==> config.mk <==
export PLATFORM = sky130hd
export DESIGN_NAME = sd_clk_gen
export DESIGN_NICKNAME = d
export VERILOG_FILES = /design/src/rtl/sd_clk_gen.sv
export SDC_FILE = /design/constraint.sdc
export NUM_CORES = 1
export LEC_CHECK = 0
export CAP_MARGIN = 20
export CORE_MARGIN = 2
export CORE_UTILIZATION = 60
export DETAILED_ROUTE_END_ITERATION = 10
export PLACE_DENSITY = 0.95
export REMOVE_ABC_BUFFERS = 1
export SLEW_MARGIN = 30
export SYNTH_ARGS = -nofsm -noshare
export SYNTH_HDL_FRONTEND = slang
export SYNTH_SLANG_ARGS = --single-unit
export TNS_END_PERCENT = 50
==> constraint.sdc <==
create_clock -name clk -period 4.1 [get_ports clk]
set_clock_uncertainty 0.2 [all_clocks]
set_input_delay 0.82 -clock clk [delete_from_list [all_inputs] [get_ports clk]]
set_output_delay 0.82 -clock clk [all_outputs]
set_load 0.1 [all_outputs]
==> src/rtl/sd_clk_gen.sv <==
// SD card clock divider with power-up init burst and glitch-free gating.
// Define SD_CLK_HOLD_EN to let hold_i park the clock low while running.
module sd_clk_gen #(
    parameter int DIV_W       = 8,
    parameter int INIT_DIV    = 93,
    parameter int INIT_CYCLES = 80
) (
    input  logic             clk,
    input  logic             rstn,
    input  logic [DIV_W-1:0] div_i,
    input  logic             div_load_i,
    output logic             div_ack_o,
    input  logic             en_i,
    input  logic             hold_i,
    input  logic             init_start_i,
    output logic             busy_o,
    output logic             init_done_o,
    output logic             sd_clk_o,
    output logic             rise_o,
    output logic             fall_o
);

    localparam int EW = $clog2(INIT_CYCLES + 1);

    typedef enum logic [1:0] {
        S_IDLE,
        S_INIT,
        S_RUN
    } state_t;

    state_t state, state_nxt;

    logic [DIV_W-1:0] div_cur;
    logic [DIV_W-1:0] cnt;
    logic [DIV_W-1:0] pend_div;
    logic             pend_vld;
    logic [EW-1:0]    edge_cnt;

    logic             hold_eff;
    logic             running;
    logic             cnt_zero;
    logic             init_fin;
    logic             gate;
    logic             do_rise;
    logic             do_fall;
    logic             parked;
    logic             load_vld;
    logic [DIV_W-1:0] load_div;
    logic             apply;
    logic             start_ok;

`ifdef SD_CLK_HOLD_EN
    assign hold_eff = hold_i;
`else
    logic unused_hold;
    assign unused_hold = hold_i;
    assign hold_eff    = 1'b0;
`endif

    assign running  = (state != S_IDLE);
    assign cnt_zero = (cnt == '0);
    // burst finished: last fall done, suppress any further rise in INIT
    assign init_fin = (state == S_INIT) && !sd_clk_o &&
                      (edge_cnt == EW'(INIT_CYCLES));
    assign gate     = ((state == S_RUN) && (!en_i || hold_eff)) || init_fin;
    assign do_fall  = running && cnt_zero && sd_clk_o;
    assign do_rise  = running && cnt_zero && !sd_clk_o && !gate;
    assign parked   = !sd_clk_o && ((state == S_IDLE) || (cnt_zero && gate));
    // a load in the same cycle bypasses the pending register
    assign load_vld = div_load_i || pend_vld;
    assign load_div = div_load_i ? div_i : pend_div;
    assign apply    = load_vld && (do_fall || parked);
    assign start_ok = init_start_i && !sd_clk_o &&
                      ((state == S_IDLE) || (state == S_RUN));

    always_ff @(posedge clk or negedge rstn) begin
        if (!rstn) begin
            state <= S_IDLE;
        end else begin
            state <= state_nxt;
        end
    end

    always_comb begin
        state_nxt = state;
        unique case (state)
            S_IDLE:  if (start_ok) state_nxt = S_INIT;
            S_INIT:  if (init_fin) state_nxt = S_RUN;
            S_RUN:   if (start_ok) state_nxt = S_INIT;
            default: state_nxt = S_IDLE;
        endcase
    end

    always_comb begin
        busy_o = (state == S_INIT);
    end

    always_ff @(posedge clk or negedge rstn) begin
        if (!rstn) begin
            sd_clk_o    <= 1'b0;
            rise_o      <= 1'b0;
            fall_o      <= 1'b0;
            cnt         <= '0;
            div_cur     <= DIV_W'(INIT_DIV);
            div_ack_o   <= 1'b0;
            pend_vld    <= 1'b0;
            pend_div    <= '0;
            edge_cnt    <= '0;
            init_done_o <= 1'b0;
        end else begin
            if (do_fall) begin
                sd_clk_o <= 1'b0;
                cnt      <= apply ? load_div : div_cur;
            end else if (do_rise) begin
                sd_clk_o <= 1'b1;
                cnt      <= div_cur;
            end else if (running && !cnt_zero) begin
                cnt <= cnt - DIV_W'(1);
            end
            rise_o <= do_rise;
            fall_o <= do_fall;

            if (apply) begin
                div_cur <= load_div;
            end
            div_ack_o <= apply;

            if (apply) begin
                pend_vld <= 1'b0;
            end else if (div_load_i) begin
                pend_vld <= 1'b1;
                pend_div <= div_i;
            end

            if (start_ok) begin
                edge_cnt <= '0;
            end else if ((state == S_INIT) && do_rise) begin
                edge_cnt <= edge_cnt + EW'(1);
            end

            init_done_o <= init_fin;
        end
    end

endmodule

==> results_dict.tcl <==
set metrics [dict create \
    drc_errors 0 \
    critPathMaxStageDelay_ns 1.21 \
    arrival_ns 2.19 \
    floorplan.die_area_um2 3986 \
    route.detailed.wl_per_inst_um 15.48 \
    timing.critical_path.cells "clkdlybuf4s50_1" \
    max_cap_viol_count 0 \
    power.switching_fraction 0.2520 \
    count_of_instances_resized_after_the_clock_tree_is_built 0 \
    cts_hold_buffers 0 \
    post_synth_num_cell_types 49 \
    p_int_uw 526.7 \
    final_cycle_utilization_of_the_critical_path 0.7827 \
    timing.critical_path.from_type "flip-flop" \
    synth_area_per_cell_um2 10.04 \
    multi_input_comb_area_um2 1001 \
    route.antenna.remaining_nets 0 \
    synth_seq_cells 39 \
    power_leakage_uw 0.001089 \
    min-delay-start "pend_div[4]" \
    post_route_cells_drive_above_1_share 0.1659 \
    globalRouteOverflowTotal 0 \
    worstReg2RegStart "cnt[0]" \
    max_clock_freq_mhz 311.6 \
    detailedRoute.firstPassIterationCount 4 \
    drv_slew 0 \
    comb_power_share 0.106 \
    grt_setup_unrepaired "false" \
    via_count_of_the_first_global_routing_pass 1619 \
    cts_buffer_count 5 \
    grt_usage 0.2422 \
    deepest_level_of_the_cts_h_tree 2 \
    core.rowCount 21 \
    syn_to_final_growth_pct 12.82 \
    cp-end-kind "output pin" \
    place.detailed.hpwl_um 3031 \
    placeable_core_region_um2 3337 \
    vdd_ir_drop_max_mv 0.2397 \
    routabilityCongestion 0.8545 \
    hold_viol 0 \
    top_layer_used "met4" \
    hold_path_class "reg -> reg" \
    crit_required_ns 3.08 \
    numPortBuffers 18 \
    worst_path_dominant_cell_family "buffers and inverters" \
    total_switching_power_uw 177.4 \
    synth_edf_count 0 \
    detailroute.wirelength.met2_um 2213 \
    height_of_the_chip_um 63.14 \
    worst_skew_pair.late_latency_ns 0.36 \
    final_critical_path_time_including_i_o_delays_and_setup_ns 3.209 \
    vias 1667 \
    worst_path_max_delay_cell "sky130_fd_sc_hd__clkdlybuf4s50_1" \
    timing.setup.tns_ns 0 \
    sequential_cell_area_um2 982.2 \
    yosysSeqAreaShare 0.4681 \
    synthFlopType "sky130_fd_sc_hd__dfrtp_1" \
    criticalPathCategory "reg -> out" \
    routed_wirelength_um 4257 \
    chipWidth_um 63.14 \
    syn-cell-area_um2 2098 \
    clock_power_share 0.296 \
    clkSinkCount 39 \
    layout.filler_cells 254 \
    timing.critical_path.fanout_max 12 \
    drt-initial-drc-count 140 \
    grt_start_max_net_pins 40 \
    met3_wirelength_um 148 \
    floorplan.io_pins 20 \
    r2r_cells 8 \
    cts_tree "yes" \
    start_util 0.6288 \
    hold_path_depth 1 \
    cts_clock_pin_slew_for_the_worst_setup_and_hold_paths_ns 0.11 \
    run_status "complete, no violations" \
    insertedDiodeCount 0 \
    clock_path_buffers 2 \
    cts.root.buffer_cell "sky130_fd_sc_hd__clkbuf_4" \
    ys_warn_count 0 \
    hold_ws_ns 0.3150 \
    setup-violations-final 0 \
    vias_per_cell 6.062 \
    post-route-util 0.7094 \
    startpoint "sd_clk_o" \
    power_frac_seq 0.597 \
    synth_async_sr_flop_share 1.000 \
    net_count_reported_at_finish 245 \
    crit_buf_inv 1 \
    path_depth 1 \
    synthCells 209 \
    maxSlewHeadroom 0.3546 \
    grt_first_pass_wirelength_um 7362 \
    initial_antenna_violation_count 0 \
    slew_at_the_pin_closest_to_its_max_slew_limit_ns 0.9652 \
    fin_total_pwr_uw 704.1 \
    m1WireLength_um 1813 \
    post-cts-setup-buffers 0 \
    power-per-cell-area_nw_per_um2 297.4 \
]
synth_stat cells, drive strengths merged, types with 2 or more instances:
cell | count | area share
nor4 | 3 | 0.016
nor2 | 12 | 0.021
o211ai | 3 | 0.011
o31ai | 2 | 0.0072
clkbuf | 5 | 0.0089
dfrtp | 34 | 0.41
nand3 | 12 | 0.035
a31oi | 2 | 0.0060
inv | 21 | 0.038
o22ai | 2 | 0.0060
buf | 3 | 0.0083
nor3b | 3 | 0.011
a21oi | 8 | 0.019
dfstp | 5 | 0.063
a21o | 2 | 0.0072
nor3 | 5 | 0.012
o2111ai | 4 | 0.017
o311ai | 2 | 0.0083
xnor2 | 4 | 0.017
ha | 3 | 0.018
nand2b | 4 | 0.012
mux2 | 13 | 0.070
or2 | 2 | 0.0060
nand2 | 14 | 0.025
nand4 | 3 | 0.0089
o21ai | 9 | 0.021
or3 | 4 | 0.013
or4 | 3 | 0.013
mux2i | 8 | 0.038
stage by stage:
step	setup slack (ns)	instance area (µm²)	instances
after floorplan	0.6541	2062	201
after global placement	1.041	2307	267
after detailed placement	0.9163	2307	267
after CTS	0.9084	2367	275
after global routing	0.8313	2367	275
final	0.8908	2367	275
cells in the final DEF, fill, tap and decap left out, drive strengths merged, types with 2 or more instances in the layout:
cell	n
or4	3
nor3	5
buf	4
xnor2	4
dfstp	5
dfrtp	34
a31oi	2
o2111ai	4
mux2	13
or2	2
a21oi	8
inv	21
o311ai	2
nand4	3
nand3	12
clkbuf	7
mux2i	8
o31ai	2
nand2b	4
o22ai	2
or3	4
ha	3
nor3b	3
clkdlybuf4s50	16
o21ai	9
o211ai	3
nor2	12
nand2	14
a21o	2
nor4	3
state kept, by name, indices dropped and copies added (netlist names), 2 cells and up:
name      count
edge_cnt      7
div_cur       8
state         2
pend_div      8
cnt           8
cell families after synthesis:
family / count (synthesis) / share of synthesized area
flip-flops: 39 / 0.4681
XOR/XNOR: 5 / 0.02087
AND/OR/NAND/NOR: 69 / 0.1878
multiplexers: 21 / 0.1079
buffers and inverters: 29 / 0.05486
AO/OA/AOI/OAI: 43 / 0.1425
adder cells (fa/ha/maj): 3 / 0.01789
worst paths after layout:
kind / endpoint / slack [ns]
min reg2reg: pend_div[4] / 0.32
min: pend_div[4] / 0.32
max reg2reg: cnt[2] / 1.11
max: sd_clk_o / 0.89
max in group asynchronous: edge_cnt[3] / 2.82
min in group asynchronous: pend_div[7] / 0.35
layout make-up:
cell class / count / area share
repair buffers: 20 / 0.07928
clock buffers: 7 / 0.02326
clock inverters: 1 / 0.002114
multi-input cells: 141 / 0.4228
inverters: 21 / 0.03330
well taps: 46 / 0.02431
flip-flops and latches: 39 / 0.4149
metal layers:
metal  track usage  vias to the layer above
met5             0                        -
met4        0.1167                        0
met3       0.04286                        8
met2        0.4162                       32
met1        0.2937                      828
li1              -                      799
power groups by stage:
stage | logic [µW] | clock network, µW | registers (µW)
6_report | 74.9 | 209 | 420
5_1_grt | 84.2 | 228 | 423
4_1_cts | 75.9 | 211 | 420
3_5_place_dp | 75.2 | 0 | 427
3_3_place_gp | 71.2 | 0 | 425
2_1_floorplan | 43.9 | 0 | 423
Note: power is estimated with default switching activity, not from simulation.
